$ cat src/rtl/card_cursor_board_if.sv
// Bundles the button, board-write and select handshake signals of card_cursor_board.
interface card_cursor_board_if;
    logic       BtnU;
    logic       BtnD;
    logic       BtnL;
    logic       BtnR;
    logic       BtnC;
    logic       WriteEnable;
    logic [3:0] dataLoc;
    logic [5:0] dataOut;
    logic       Ack;
    logic       Select;
    logic [3:0] CardSelectLoc;
    logic [5:0] CardSelectData;
    logic       Reject;

    modport master (
        output BtnU, BtnD, BtnL, BtnR, BtnC, WriteEnable, dataLoc, dataOut, Ack,
        input  Select, CardSelectLoc, CardSelectData, Reject
    );

    modport slave (
        input  BtnU, BtnD, BtnL, BtnR, BtnC, WriteEnable, dataLoc, dataOut, Ack,
        output Select, CardSelectLoc, CardSelectData, Reject
    );
endinterface

$ cat src/rtl/card_cursor_board.sv
// 4x4 card board with a wrapping cursor and a Select/Ack handshake to gameplay_sm.
// Optional macro SELECT_TIMEOUT_EN abandons a PENDING select after 255 cycles without Ack.
module card_cursor_board #(
    parameter logic [3:0] CURSOR_RESET_LOC = 4'd0
) (
    input  logic               Clk,
    input  logic               Reset,
    card_cursor_board_if.slave bus
);

    localparam logic [1:0] IDLE    = 2'd0;
    localparam logic [1:0] PENDING = 2'd1;
    localparam logic [1:0] RELEASE = 2'd2;

    logic [1:0] state_q, state_d;
    logic [3:0] loc_q, loc_d;
    logic       select_q, select_d;
    logic       reject_q, reject_d;
    logic [5:0] board_q [16];
    logic [5:0] board_d [16];
    logic [5:0] entry_s;
    logic [1:0] row_s;
    logic [1:0] col_s;

`ifdef SELECT_TIMEOUT_EN
    logic [7:0] cnt_q, cnt_d;
`endif

    function automatic logic is_selectable(input logic [5:0] entry);
        return (entry[5] == 1'b0) && (entry[4] == 1'b0);
    endfunction

    assign row_s = loc_q[3:2];
    assign col_s = loc_q[1:0];
    // A write landing on the cursor this cycle decides selectability, not the stale entry.
    assign entry_s = (bus.WriteEnable && (bus.dataLoc == loc_q)) ? bus.dataOut : board_q[loc_q];

    // Board write port: active in every FSM state.
    always_comb begin
        board_d = board_q;
        if (bus.WriteEnable) begin
            board_d[bus.dataLoc] = bus.dataOut;
        end else begin
            board_d[bus.dataLoc] = board_q[bus.dataLoc];
        end
    end

    // Cursor movement, select FSM and reject pulse.
    always_comb begin
        state_d  = state_q;
        loc_d    = loc_q;
        reject_d = 1'b0;
`ifdef SELECT_TIMEOUT_EN
        cnt_d    = 8'd0;
`endif
        case (state_q)
            IDLE: begin
                if (bus.BtnC) begin
                    if (is_selectable(entry_s)) begin
                        state_d = PENDING;
                    end else begin
                        reject_d = 1'b1;
                    end
                end else if (bus.BtnU) begin
                    loc_d = {row_s - 2'd1, col_s};
                end else if (bus.BtnD) begin
                    loc_d = {row_s + 2'd1, col_s};
                end else if (bus.BtnL) begin
                    loc_d = {row_s, col_s - 2'd1};
                end else if (bus.BtnR) begin
                    loc_d = {row_s, col_s + 2'd1};
                end else begin
                    loc_d = loc_q;
                end
            end
            PENDING: begin
                if (bus.Ack) begin
                    state_d = RELEASE;
                end else begin
`ifdef SELECT_TIMEOUT_EN
                    if (cnt_q == 8'd254) begin
                        state_d  = IDLE;
                        reject_d = 1'b1;
                    end else begin
                        cnt_d = cnt_q + 8'd1;
                    end
`else
                    state_d = PENDING;
`endif
                end
            end
            RELEASE: begin
                if (!bus.Ack) begin
                    state_d = IDLE;
                end else begin
                    state_d = RELEASE;
                end
            end
            default: begin
                state_d = IDLE;
            end
        endcase
        select_d = (state_d == PENDING);
    end

    // State registers with asynchronous clear; writes during Reset are discarded.
    always_ff @(posedge Clk or posedge Reset) begin
        if (Reset) begin
            state_q  <= IDLE;
            loc_q    <= CURSOR_RESET_LOC;
            select_q <= 1'b0;
            reject_q <= 1'b0;
            board_q  <= '{default: 6'd0};
`ifdef SELECT_TIMEOUT_EN
            cnt_q    <= 8'd0;
`endif
        end else begin
            state_q  <= state_d;
            loc_q    <= loc_d;
            select_q <= select_d;
            reject_q <= reject_d;
            board_q  <= board_d;
`ifdef SELECT_TIMEOUT_EN
            cnt_q    <= cnt_d;
`endif
        end
    end

    assign bus.Select         = select_q;
    assign bus.Reject         = reject_q;
    assign bus.CardSelectLoc  = loc_q;
    assign bus.CardSelectData = board_q[loc_q];

endmodule

$ cat src/flat_wrapper.sv
// flat-port wrapper written by rule: the top's interface ports become plain ports
module card_cursor_board_flat 
#(
    parameter logic [3:0] CURSOR_RESET_LOC = 4'd0
)
  (Clk, Reset, bus_BtnU, bus_BtnD, bus_BtnL, bus_BtnR, bus_BtnC, bus_WriteEnable, bus_dataLoc, bus_dataOut, bus_Ack, bus_Select, bus_CardSelectLoc, bus_CardSelectData, bus_Reject);
  card_cursor_board_if bus_i ();
  input  logic Clk;
  input  logic Reset;
  input wire logic [$bits(bus_i.BtnU)-1:0] bus_BtnU;
  input wire logic [$bits(bus_i.BtnD)-1:0] bus_BtnD;
  input wire logic [$bits(bus_i.BtnL)-1:0] bus_BtnL;
  input wire logic [$bits(bus_i.BtnR)-1:0] bus_BtnR;
  input wire logic [$bits(bus_i.BtnC)-1:0] bus_BtnC;
  input wire logic [$bits(bus_i.WriteEnable)-1:0] bus_WriteEnable;
  input wire logic [$bits(bus_i.dataLoc)-1:0] bus_dataLoc;
  input wire logic [$bits(bus_i.dataOut)-1:0] bus_dataOut;
  input wire logic [$bits(bus_i.Ack)-1:0] bus_Ack;
  output wire logic [$bits(bus_i.Select)-1:0] bus_Select;
  output wire logic [$bits(bus_i.CardSelectLoc)-1:0] bus_CardSelectLoc;
  output wire logic [$bits(bus_i.CardSelectData)-1:0] bus_CardSelectData;
  output wire logic [$bits(bus_i.Reject)-1:0] bus_Reject;
  assign bus_i.BtnU = bus_BtnU;
  assign bus_i.BtnD = bus_BtnD;
  assign bus_i.BtnL = bus_BtnL;
  assign bus_i.BtnR = bus_BtnR;
  assign bus_i.BtnC = bus_BtnC;
  assign bus_i.WriteEnable = bus_WriteEnable;
  assign bus_i.dataLoc = bus_dataLoc;
  assign bus_i.dataOut = bus_dataOut;
  assign bus_i.Ack = bus_Ack;
  assign bus_Select = bus_i.Select;
  assign bus_CardSelectLoc = bus_i.CardSelectLoc;
  assign bus_CardSelectData = bus_i.CardSelectData;
  assign bus_Reject = bus_i.Reject;
  card_cursor_board #(.CURSOR_RESET_LOC(CURSOR_RESET_LOC)) u_core (.Clk(Clk), .Reset(Reset), .bus(bus_i));
endmodule
$ cat config.mk
export PLATFORM = sky130hd
export DESIGN_NAME = card_cursor_board_flat
export DESIGN_NICKNAME = d
export VERILOG_FILES = /design/src/rtl/card_cursor_board_if.sv /design/src/rtl/card_cursor_board.sv /design/src/flat_wrapper.sv
export SDC_FILE = /design/constraint.sdc
export NUM_CORES = 1
export LEC_CHECK = 0
export BUFFER_PORTS_ARGS = -buffer_cell sky130_fd_sc_hd__buf_2
export CORE_MARGIN = 2
export CORE_UTILIZATION = 45
export DETAILED_ROUTE_END_ITERATION = 10
export PLACE_DENSITY = 0.66
export RECOVER_POWER = 100
export SYNTH_ARGS = -nofsm -noshare
export SYNTH_HDL_FRONTEND = slang
export SYNTH_SLANG_ARGS = --single-unit
$ cat constraint.sdc
create_clock -name Clk -period 3.57 [get_ports Clk]
set_input_delay 0.714 -clock Clk [delete_from_list [all_inputs] [get_ports Clk]]
set_output_delay 0.714 -clock Clk [all_outputs]
set_load 0.05 [all_outputs]
* Yosys cells after proc, flatten, opt, wreduce, memory -nomap -nowiden
Index checks and enable logic that the tools add are counted.
Operators by class: $add $sub $neg 4, $mul 0, div/mod/pow operators 0, order comparisons 3, equality and inequality tests 4, shift operators 0, mux-type cells 24, bitwise operators 7, reduce and logical (&&, ||, !) cells 8
Operators with widths (number):
- $bwmux 96 | 2
- $mux 96 | 1
- $bmux 6 s4 | 2
- $mux 6 | 6
- $demux 6 s4 | 1
- $mux 4 | 3
- $ge 5x5->1 const B | 2
- $mux 2 | 5
- $not 4->5 | 2
- $pmux 2 s3 | 1
- $lt 5x1->1 const B | 1
- $not 1->1 | 5
- $reduce_and 5->1 | 1
- $add 2x1->2 const B | 2
- $eq 2x1->1 const B | 2
- $eq 4x4->1 | 1
- $reduce_bool 2->1 | 2
- $sub 2x1->2 const B | 2
- $logic_and 1x1->1 | 3
- $mux 1 | 3
- $reduce_and 3->1 | 1
- $eq 2x2->1 const B | 1
- $logic_not 2->1 | 1
Word-level totals: bits in registers 104, bits in latches 0, bits in writable memories 0, ROM bits 0, bits of input ports 19, output and inout port bits 12, logic and storage cells 71, memories 0

* Logic depth before layout (Yosys ltp)
depth after elaboration 11, gate-level depth with buffers 8, mapped depth without buffers 5

* Least setup slack after synthesis
Ideal clock, no wire load.
kind register to output, start register u_core.loc_q[0] (netlist: u_core.bus.CardSelectLoc[0]), end output bus_CardSelectData[0], arrival time 2.345 ns, required time 2.856 ns, slack 0.511 ns, stages on the path, launching flop included 5, path buffers 2, cells stage by stage dfrtp_1 -> buf_2 -> buf_2 -> mux4_2 -> mux4_2
On the way: word-level cells in the longest chain between the ends 4
Ends and longest elaborated chain:
- start, declared | line card_cursor_board.sv:16 | logic [3:0] loc_q, loc_d;
- start signal, assigned | line card_cursor_board.sv:119 | loc_q <= loc_d;
- $not 4->5 (not written as such) | line card_cursor_board.sv:132 | assign bus.CardSelectData = board_q[loc_q];
- $bmux 6 s4 | line card_cursor_board.sv:132
- $mux 6 (not written as such) (2 in a row) | line card_cursor_board.sv:132
- end, declared | line flat_wrapper.sv:21 | output wire logic [$bits(bus_i.CardSelectData)-1:0] bus_CardSelectData;
Every way passes these cells. The select of a mux whose other input is x is not followed.

* Worst setup path in the final report
start register u_core.loc_q[0] (netlist: u_core.bus.CardSelectLoc[0]), end output bus_CardSelectData[1]
The elaborated chain is that of the path after synthesis.

==> metrics.yaml <==
root_buffer: "clkbuf_16"
ys_warn_count: 0
synthToLayoutAreaGrowth_pct: 9.503
synth_mux_area_share_pct: 25.42
synthAdderAreaFrac_pct: 0
io_buffer_count: 30
ios: 31
fin_crit_sh_pct: 87.89
crit_family: "multiplexers"
firstDrtPassIters: 5
die_w_um: 115.9
drcViolationCount: 0
synthXorXnorAreaFrac_pct: 1.399
tightest_slew_ns: 2.404
row_count: 40
grt_max_degree: 54
finalMaxSlewViolations: 52
ir_worst_vdd_mv: 0.6246
fp.dieH_um: 115.9
grt_pass1_wl_um: 22310
clock_sinks: 104
cp_slowest_cell: "mux4_2"
synth_area_mm2: 0.005635
dpl-instance-area_mm2: 0.005914
cp_cell_sequence: "buf_4, mux4_2, mux4_2, clkbuf_1"
antenna_found_initial: 0
htreeDepth: 3
start_util_pct: 46.53
outcome: "complete, but fails checks"
syn_nets: 500
worstHoldPathType: "flip-flop to flip-flop"
yosysSeqAreaShare_pct: 46.18
antenna_left: 0
clockBufferDepth: 2
n_antenna_cell: 0
cpPeakStageDelay_ns: 0.57
finalHoldViolCount: 0
internal-power_mw: 2.980
rsz0062_at_grt: "no"
crit_path_max_fanout: 17
core_area_mm2: 0.01211
wl_per_cell_um: 20.28
hold_slack_ns: 0.5046
cts_tree: "built"
p_leak_nw: 2.557
p_clk_share_pct: 22.4
finalSetupViolCount: 0
clock_latency_ns: 0.35
final_cell_mix: "104 x dfrtp_1, 73 x nor2_1, 67 x a21oi_1, 35 x nand2_1, 33 x mux4_2"
synth_compound_area_share_pct: 11.86
combPwrFrac_pct: 41.4
final_area_mm2: 0.006171
report.power.total_mw: 4.862
yosysUniqueCellTypes: 33
drive_gt1_share_pct: 19.49
dieArea_mm2: 0.01343
critPathArrivalTime_ns: 2.42
postCtsHoldBufs: 0
pwr-share-seq_pct: 36.2
fin_util_pct: 50.95
synth_top_family_by_area: "multiplexers"
syn-instance-count: 481
overflow: 0
cts_resized: 0
avgSynthCellArea_um2: 11.72
failed_checks: "max-capacitance violations, max-slew violations"
synth-simple-area-share_pct: 9.991
num-fill-cells: 1100
crit_required_ns: 2.86
start_kind: "flip-flop"
drt_iter0_drc: 213
synth_seq_cells: 104
min_period_ns: 3.138
multiInputGateArea_mm2: 0.002715
tns_ns: 0
final_nets: 522
timing_worst_setup_path_type: "flip-flop to primary output"
cts_made_buffers: 9
clkTransAtPathRegs_ns: 0.07
slew_headroom_pct: -61.13
rrSetupSlack_ns: 1.27
vias: 3988
p_sw_share_pct: 38.70
grt_pass1_vias: 4184
fmax_mhz: 318.7
crit_top_cell: "mux4_2"
grt_usage_pct: 22.19
netSwitchingPower_mw: 1.881
post-cts-setup-buffer-count: 0
regArea_mm2: 0.002603
path_buf_inv: 2
final_common_cell: "dfrtp_1"
gp_congestion: 0.8207
wl_um: 13710
hpwlAfterDp_um: 9043
routed_via_density: 5.899
p_per_area_mw_per_mm2: 787.8
max_cap_viol_count: 1
skew_ns: 0.008222
end_kind: "primary output"
## power by group through the flow
stage	registers [mW]	clock network, mW	logic (mW)
floorplan	1.76	0	1.61
global placement	1.75	0	2.03
detailed placement	1.77	0	2.07
CTS	1.75	1.10	2.08
global route	1.80	1.16	2.17
finish	1.76	1.09	2.01
## state kept, by name (all words and copies together) (netlist names)
signal                    cells
u_core.state_q                2
u_core.bus.CardSelectLoc      4
u_core.bus.Reject             1
u_core.board_q               96
u_core.bus.Select             1
## per-layer routing
metal	global-route usage [%]	routed length (um)	up-vias
li1	-	-	1798
met1	29.36	5843	2029
met2	37.47	6895	138
met3	4.707	770	23
met4	6.111	203	0
met5	0	0	-
## Yosys cell counts
library cell | count | area share, %
o21a_1 | 2 | 0.27
clkbuf_1 | 18 | 1.2
mux4_1 | 19 | 8.9
buf_4 | 1 | 0.13
a21oi_2 | 16 | 2.5
xor2_1 | 1 | 0.16
mux4_2 | 33 | 13
o211ai_1 | 1 | 0.13
nor2_1 | 73 | 4.9
a21oi_1 | 58 | 5.2
nand2_1 | 35 | 2.3
nand3b_1 | 1 | 0.13
dfrtp_1 | 104 | 46
nand3_1 | 4 | 0.36
buf_12 | 2 | 0.71
buf_6 | 8 | 1.6
mux2i_1 | 19 | 3.4
nand4_1 | 1 | 0.11
o21ai_0 | 32 | 2.8
nor4_1 | 1 | 0.11
nand2b_1 | 6 | 0.67
xnor2_1 | 8 | 1.2
inv_1 | 2 | 0.13
nor3_1 | 7 | 0.62
or2_2 | 5 | 0.56
a2111oi_0 | 1 | 0.16
or2b_1 | 1 | 0.13
clkbuf_8 | 1 | 0.24
buf_1 | 1 | 0.067
o41ai_1 | 1 | 0.16
o22ai_1 | 6 | 0.67
and2_1 | 1 | 0.11
buf_2 | 12 | 1.1
## logic make-up (layout without fill, tap and decap cells)
kind of cell,Yosys count,in the layout
AO/OA/AOI/OAI,117,117
buffers and inverters,45,72
flip-flops,104,104
AND/OR/NAND/NOR,135,135
XOR/XNOR,9,9
multiplexers,71,71
## final cells by class
cell class | instances | share of cell area (%)
flip-flops and latches | 104 | 42.17
repair buffers | 54 | 4.968
clock buffers | 11 | 3.933
multi-input cells | 332 | 44.00
inverters | 2 | 0.1419
clock inverters | 5 | 1.379
well taps | 168 | 3.406
## final timing paths
path                                             start                          end  depth (start not counted)
hold reg to reg                     u_core.board_q[51]           u_core.board_q[51]                          2
hold / removal                      u_core.board_q[51]           u_core.board_q[51]                          2
min in group asynchronous                        Reset  u_core.bus.CardSelectLoc[3]                          2
setup reg to reg                    u_core.board_q[87]            u_core.board_q[3]                          6
max in group asynchronous                        Reset           u_core.board_q[51]                          2
setup / recovery           u_core.bus.CardSelectLoc[0]        bus_CardSelectData[1]                          4
## tightest hold or removal path: stages, from the launching register on
cell     delay [ns]
dfrtp_1        0.36
nand2_1        0.05
o21ai_0        0.06
## per-stage QoR
stage,setup slack (ns),std cells
detailed placement,0.3743,660
global route,0.2678,676
CTS,0.4966,676
global placement,0.5023,660
finish,0.4323,676
floorplan,0.1238,481
Note: power is estimated with default switching activity, not from simulation.
